<file path="src/rtl/pc_pkg.sv">
// Shared types and defaults for the fetch-stage program-counter unit.
package pc_pkg;

  typedef enum logic {
    PC_RUN  = 1'b0,
    PC_HOLD = 1'b1
  } pc_state_e;

  localparam logic [31:0] PC_RESET_DEFAULT      = 32'h0000_3000;
  localparam logic [31:0] PC_EXC_VECTOR_DEFAULT = 32'h0000_4180;
  localparam int          PC_INC                = 4;

endpackage

</file>
<file path="src/rtl/pc_redirect_buf.sv">
// One-entry redirect buffer: keeps a branch/jump target resolved during a fetch stall.
module pc_redirect_buf
  import pc_pkg::*;
#(
  parameter int WIDTH = 32
) (
  input  logic             clk,
  input  logic             reset,
  input  logic             load,
  input  logic             clear,
  input  logic [WIDTH-1:0] load_target,
  output logic             valid,
  output logic [WIDTH-1:0] target,
  output pc_state_e        state
);

  // Clear wins over load; the parent never asserts both in the same cycle.
  always_ff @(posedge clk) begin
    if (!reset) begin
      state <= PC_RUN;
    end else if (clear) begin
      state <= PC_RUN;
    end else if (load) begin
      state <= PC_HOLD;
    end
  end

  // Target is only meaningful while valid, so it needs no reset.
  always_ff @(posedge clk) begin
    if (load) begin
      target <= load_target;
    end
  end

  assign valid = (state == PC_HOLD);

endmodule

</file>
<file path="src/rtl/pc_unit.sv">
// Fetch program counter: next-PC selection, stalled-redirect buffering and EPC.
module pc_unit
  import pc_pkg::*;
#(
  parameter int               WIDTH      = 32,
  parameter logic [WIDTH-1:0] RESET_PC   = WIDTH'(PC_RESET_DEFAULT),
  parameter logic [WIDTH-1:0] EXC_VECTOR = WIDTH'(PC_EXC_VECTOR_DEFAULT)
) (
  input  logic             clk,
  input  logic             reset,
  input  logic             stall,
  input  logic             br_taken,
  input  logic [WIDTH-1:0] br_target,
  input  logic             jump,
  input  logic [WIDTH-1:0] jump_target,
  input  logic             exc_req,
  input  logic [WIDTH-1:0] exc_epc,
  input  logic             eret,
  output logic [WIDTH-1:0] pc,
  output logic [WIDTH-1:0] pc_plus4,
  output logic [WIDTH-1:0] epc,
  output logic             misalign,
  output logic             redirect_pending
);

  logic             live_redir;
  logic [WIDTH-1:0] live_target;
  logic             trap;
  logic             buf_load;
  logic             buf_clear;
  logic             buf_valid;
  logic [WIDTH-1:0] buf_target;
  pc_state_e        buf_state;
  logic [WIDTH-1:0] pc_next;

  assign live_redir  = jump | br_taken;
  assign live_target = jump ? jump_target : br_target;
  assign trap        = exc_req | eret;

  // Any unstalled edge either consumes the buffer or supersedes it.
  assign buf_load  = !trap && stall && live_redir;
  assign buf_clear = trap || !stall;

  pc_redirect_buf #(
    .WIDTH(WIDTH)
  ) u_redirect_buf (
    .clk        (clk),
    .reset      (reset),
    .load       (buf_load),
    .clear      (buf_clear),
    .load_target(live_target),
    .valid      (buf_valid),
    .target     (buf_target),
    .state      (buf_state)
  );

  always_comb begin
    pc_next = pc;
    if (exc_req) begin
      pc_next = EXC_VECTOR;
    end else if (eret) begin
      pc_next = epc;
    end else if (!stall) begin
      if (live_redir) begin
        pc_next = live_target;
      end else if (buf_valid) begin
        pc_next = buf_target;
      end else begin
        pc_next = pc_plus4;
      end
    end
  end

  always_ff @(posedge clk) begin
    if (!reset) begin
      pc <= RESET_PC;
    end else begin
      pc <= pc_next;
    end
  end

  always_ff @(posedge clk) begin
    if (!reset) begin
      epc <= '0;
    end else if (exc_req) begin
      epc <= exc_epc;
    end
  end

  assign pc_plus4         = pc + WIDTH'(PC_INC);
  assign misalign         = |pc[1:0];
  assign redirect_pending = (buf_state == PC_HOLD);

endmodule

</file>
<file path="config.mk">
export PLATFORM = sky130hd
export DESIGN_NAME = pc_unit
export DESIGN_NICKNAME = d
export VERILOG_FILES = /design/src/rtl/pc_pkg.sv /design/src/rtl/pc_redirect_buf.sv /design/src/rtl/pc_unit.sv
export SDC_FILE = /design/constraint.sdc
export NUM_CORES = 1
export LEC_CHECK = 0
export ABC_AREA = 1
export CORE_ASPECT_RATIO = 0.8
export CORE_UTILIZATION = 34
export CTS_CLUSTER_DIAMETER = 100
export DETAILED_ROUTE_END_ITERATION = 7
export DONT_BUFFER_PORTS = 1
export REMOVE_ABC_BUFFERS = 1
export SETUP_SLACK_MARGIN = 0.05
export SLEW_MARGIN = 20
export SYNTH_ARGS = -nofsm -noshare
export SYNTH_HDL_FRONTEND = slang
export SYNTH_SLANG_ARGS = --single-unit
</file>
<file path="constraint.sdc">
create_clock -name clk -period 3.3 [get_ports clk]
set_input_delay 0.33 -clock clk [delete_from_list [all_inputs] [get_ports clk]]
set_output_delay 0.33 -clock clk [all_outputs]
set_load 0.05 [all_outputs]
</file>
# ---- Word level (Yosys, flattened, before mapping)
# Cells that the tools add are included.
dict set report classes {
  n_lt_le_gt_ge 0
  eq_ne 2
  n_div 0
  multipliers 0
  muxes 6
  add_sub_neg 1
  reduce_logical 8
  bitwise 3
  shifts 0
}
# operator count
set op_table {}
lappend op_table {{$mux W32} 5}
lappend op_table {{$add A32 B3 Y32 const B} 1}
lappend op_table {{$mux W15} 1}
lappend op_table {{$reduce_or A2 Y1} 3}
lappend op_table {{$ne A3 B1 Y1 const B} 1}
lappend op_table {{$logic_and A1 B1 Y1} 2}
lappend op_table {{$logic_not A1 Y1} 2}
lappend op_table {{$ne A2 B1 Y1 const B} 1}
lappend op_table {{$or A1 B1 Y1} 2}
lappend op_table {{$logic_or A1 B1 Y1} 1}
lappend op_table {{$not A1 Y1} 1}
dict set report word_totals {
  register_bits 97
  latchBits 0
  mem_count 0
  mem_bits_ro 0
  output_inout_bits 98
  ramBits 0
  word_cells 25
}

# ---- Depth between registers and ports, before layout
dict set report depth {
  word_depth 6
  mapped_depth 12
  ltp_nobuf 12
}

# ---- Cells and area by module
# A second synthesis with hierarchy kept.
dict set report hier_totals {
  hier_cells 822
  area_unflattened_um2 5511.5
}
# mod seq_area_each_um2 cells_per_inst area_each_um2 instances
set by_module_without_submodules {}
lappend by_module_without_submodules {pc_unit 1281.2 784 4508.1 1}
lappend by_module_without_submodules {pc_redirect_buf 980.9 38 1003.5 1}

# ---- Worst setup path after synthesis
# No wires, ideal clock.
dict set report synth_timing {
  path_type {register to register}
  start {reg pc[2]}
  end {reg pc[7]}
  setup_slack_ns 0.509
  path_stages_with_launch 9
  t_arrival_ns 2.721
  required_ns 3.230
  cell_sequence {dfxtp_1 > inv_1 > nor2_2 > nand2_2 > xnor2_1 > nand2_1 > nand3_1 > o211ai_1 > a21oi_1}
}
dict set report synth_via {
  elab_chain_cells 6
}
# element line_no
set synth_rtl {}
lappend synth_rtl {{start: declaration} pc_unit.sv:19} ;# output logic [WIDTH-1:0] pc,
lappend synth_rtl {{start signal: assignment} pc_unit.sv:78} ;# pc <= pc_next;
lappend synth_rtl {{$add A32 B3 Y32} pc_unit.sv:90} ;# assign pc_plus4 = pc + WIDTH'(PC_INC);
lappend synth_rtl {{net pc_plus4[7]} pc_unit.sv:20} ;# output logic [WIDTH-1:0] pc_plus4,
lappend synth_rtl {{$mux W32} pc_unit.sv:66} ;# end else if (buf_valid) begin
lappend synth_rtl {{$mux W32} pc_unit.sv:64} ;# if (live_redir) begin
lappend synth_rtl {{$mux W32} pc_unit.sv:63} ;# end else if (!stall) begin
lappend synth_rtl {{$mux W32} pc_unit.sv:61} ;# end else if (eret) begin
lappend synth_rtl {{$mux W15} pc_unit.sv:59} ;# if (exc_req) begin
# The timed path passes the listed nets, and every way through them passes these cells. The select of a mux whose other input is x is not followed.
# A chain may end at the register's enable or synchronous reset.

# ---- Worst setup path after layout
dict set report layout_timing {
  start {reg pc[2]}
  end {out pc_plus4[14]}
}
dict set report layout_via {
  elab_chain_cells 1
}
# element line_no
set layout_rtl {}
lappend layout_rtl {{$add A32 B3 Y32} pc_unit.sv:90}
lappend layout_rtl {{end: declaration} pc_unit.sv:20}
# No other way between the ends.

==> run metrics <==
status=completed; Reg clk slew, reported paths=70 ps; post-synthesis instance total=766; setup violation total in the final timing report=0; Max-Slew Margin vs Limit=31.06%; TritonCTS sink count=97; Synth Flop Type=sky130_fd_sc_hd__dfxtp_1; Setup Skew=9.209 ps; most frequent standard cell in the layout excluding fill and tap cells=sky130_fd_sc_hd__nand2_1; post-layout net count=886; final weighted congestion in routability-driven placement=0.8189; clk_lat worst skew=360 ps; Reg2Reg Launch Point=pc[2]; Synth Area in Adders=0.2268%; remaining number of nets flagged by the antenna check after routing=0; data arrival time at the worst-slack endpoint=2320 ps; number of max-cap violations=0; synthesized area per cell=7.202 µm²; launch point of the critical path=pc[2]; Resized Gates After CTS=0; class of the most critical setup path=flip-flop to output pin; Post-Synth Simple-Gate Area=27.40%; largest net degree at the start of global routing=49; CP Capture Type=output pin; CTS Hold Bufs=0; die outline area=0.01674 mm²; number of iterations in the first detailed-routing pass=5; number of flops mapped to enable cells by yosys=32; CP max stage delay=610 ps; CTS buffer count=9; row count=41; minimum clock period after layout=2655 ps; Initial Util=34.91%; commonest non-fill, non-tap cells in the layout=sky130_fd_sc_hd__nand2_1, sky130_fd_sc_hd__nor2_1, sky130_fd_sc_hd__o21ai_0, sky130_fd_sc_hd__inv_1, sky130_fd_sc_hd__dfxtp_1; total count of max-transition violations in the final report=0; Worst IR Drop VDD=0.0002476 V; total of buffers placed on input and output ports=0; mapped cell area=0.005517 mm²; dominant combinational cell family by area after synthesis=simple AND/OR/NAND/NOR gates; clock tree from TritonCTS=built; HPWL after DPL=12,960 µm; maximum fanout along the worst path=6; root buffer cell=sky130_fd_sc_hd__clkbuf_16; Std-Cell Core Area=0.01580 mm²; Total Routing Usage GR=22.38%; buffer count from post-CTS setup fixing=0; slowest stage cell on the critical path=sky130_fd_sc_hd__xor2_2; chain of cells forming the critical path=buf_4 > ha_1 > inv_1 > nor2_1 > nand2_2 > nor2_2 > xor2_2; Post-Synth XOR/XNOR Area=2.631%; area of placed instances=0.005974 mm²; Yosys warnings=0; Synth async-reset ratio=0%; hold_sp=reset; reported leakage power=2.546 nW; overall die width=144.4 µm; setup repair after global routing missed its margin=false; WL/cell=18.32 µm; number of antenna violations at the first check in global routing=0; data required time of the critical path=2970 ps; Compound-Gate Fraction of Synth Area=14.18%; detailed-route DRC error count=0; wire length of the first global-routing pass=27,430 µm; DR iter-0 viols=341; count of H-tree levels built during CTS=3; final hold violation count=0; Synth-to-Final Area Change=14.52%; portion of the post-synthesis area used by sequential elements=41.01%; Pwr per Cell Area=501.1 mW/mm²; Vert. Die Dim=115.9 µm; CTS Buffer Depth=2; Worst Tran Pin Value=1030 ps; Vias=5,060; total wire length=18,360 µm; via count of the first global-routing pass=4,711; I/O pin total=201; hold crit path type=input pin to flip-flop; final standard cell area without fillers=0.006317 mm²; number of antenna diodes=0; proportion of layout cells with a drive suffix above 1=15.25%; mux cell area share after synthesis=6.532%; core occupancy in the finished layout=39.98%; aggregate global routing overflow=0; maximum clock frequency=0.3767 GHz; CP startpoint kind=flip-flop; synth unique cells=36; Final period util=80.45%; flop and latch count out of synthesis=97; Via-to-Cell Ratio=5.050
## state kept, by name, summed over array words and instances (netlist names), named ones only
register,cells
epc,32
pc,30
u_redirect_buf.state,1
u_redirect_buf.target,32
## critical path, delay by kind of cell, from the launching register on
kind                     cells  cell delay (ps)
XOR/XNOR                     1              610
adder cells (fa/ha/maj)      1              250
buffers and inverters        2              290
flip-flops                   1              310
AND/OR/NAND/NOR              3              500
## where the power goes
part	switching, mW	internal (mW)
sequential	0.157	1.30
combinational	0.337	0.142
clock	0.486	0.743
total	0.980	2.19
## final cells by class
type,count,area [µm²]
fill,1720,9483
multi-input combinational,558,2819
sequential,97,2262
timing repair buffer,47,365.4
tap,215,269.0
inverter,69,259.0
clock buffer,9,225.2
clock inverter,7,117.6
## worst paths after layout
kind,end,slack (ps),cells past startpoint
worst max-delay path,pc_plus4[14],650,7
worst min-delay path,pc[13],80,1
worst max register to register,pc[14],920,11
worst min register to register,pc[25],580,2
## stage by stage
step	setup TNS, ps	hold slack [ps]	instances	worst slack (ps)	total power [mW]
after CTS	0	54.86	1002	615.2	3.199
after global routing	0	62.88	1002	451.0	3.291
after global placement	0	425.4	986	938.4	1.960
after floorplan	-965.4	414.1	724	-30.17	1.820
final	0	78.82	1002	645.2	3.166
after detailed placement	0	429.6	986	917.6	1.965
## metal layers
| metal | GRT usage, % | share of wire, % | vias up |
|---|---|---|---|
| met4 | 5.684 | 1.4 | 0 |
| met5 | 0 | 0 | - |
| met3 | 7.149 | 8.9 | 25 |
| li1 | - | - | 2531 |
| met1 | 30.08 | 47 | 2295 |
| met2 | 34.58 | 43 | 209 |
## synth_stat cells, types with 6 or more instances
cell,number,area share (%)
sky130_fd_sc_hd__dfxtp_1,65,24
sky130_fd_sc_hd__a21oi_1,58,5.3
sky130_fd_sc_hd__nand2_1,184,13
sky130_fd_sc_hd__o21ai_0,67,6.1
sky130_fd_sc_hd__xor2_1,8,1.3
sky130_fd_sc_hd__nor2_1,112,7.6
sky130_fd_sc_hd__nor2_2,6,0.68
sky130_fd_sc_hd__clkbuf_1,25,1.7
sky130_fd_sc_hd__inv_1,67,4.6
sky130_fd_sc_hd__mux2_2,32,6.5
sky130_fd_sc_hd__edfxtp_1,32,17
sky130_fd_sc_hd__nand3_1,42,3.8
sky130_fd_sc_hd__buf_2,12,1.1
## kinds of logic (layout without fill, tap and decap cells)
group	after synthesis	count (layout)
compound gates	147	147
xor+xnor	14	14
fa+ha+maj	1	1
buf+inv	111	132
flops	97	97
mux	32	32
simple gates	364	364
No activity file was read; power rests on OpenSTA's default activity.
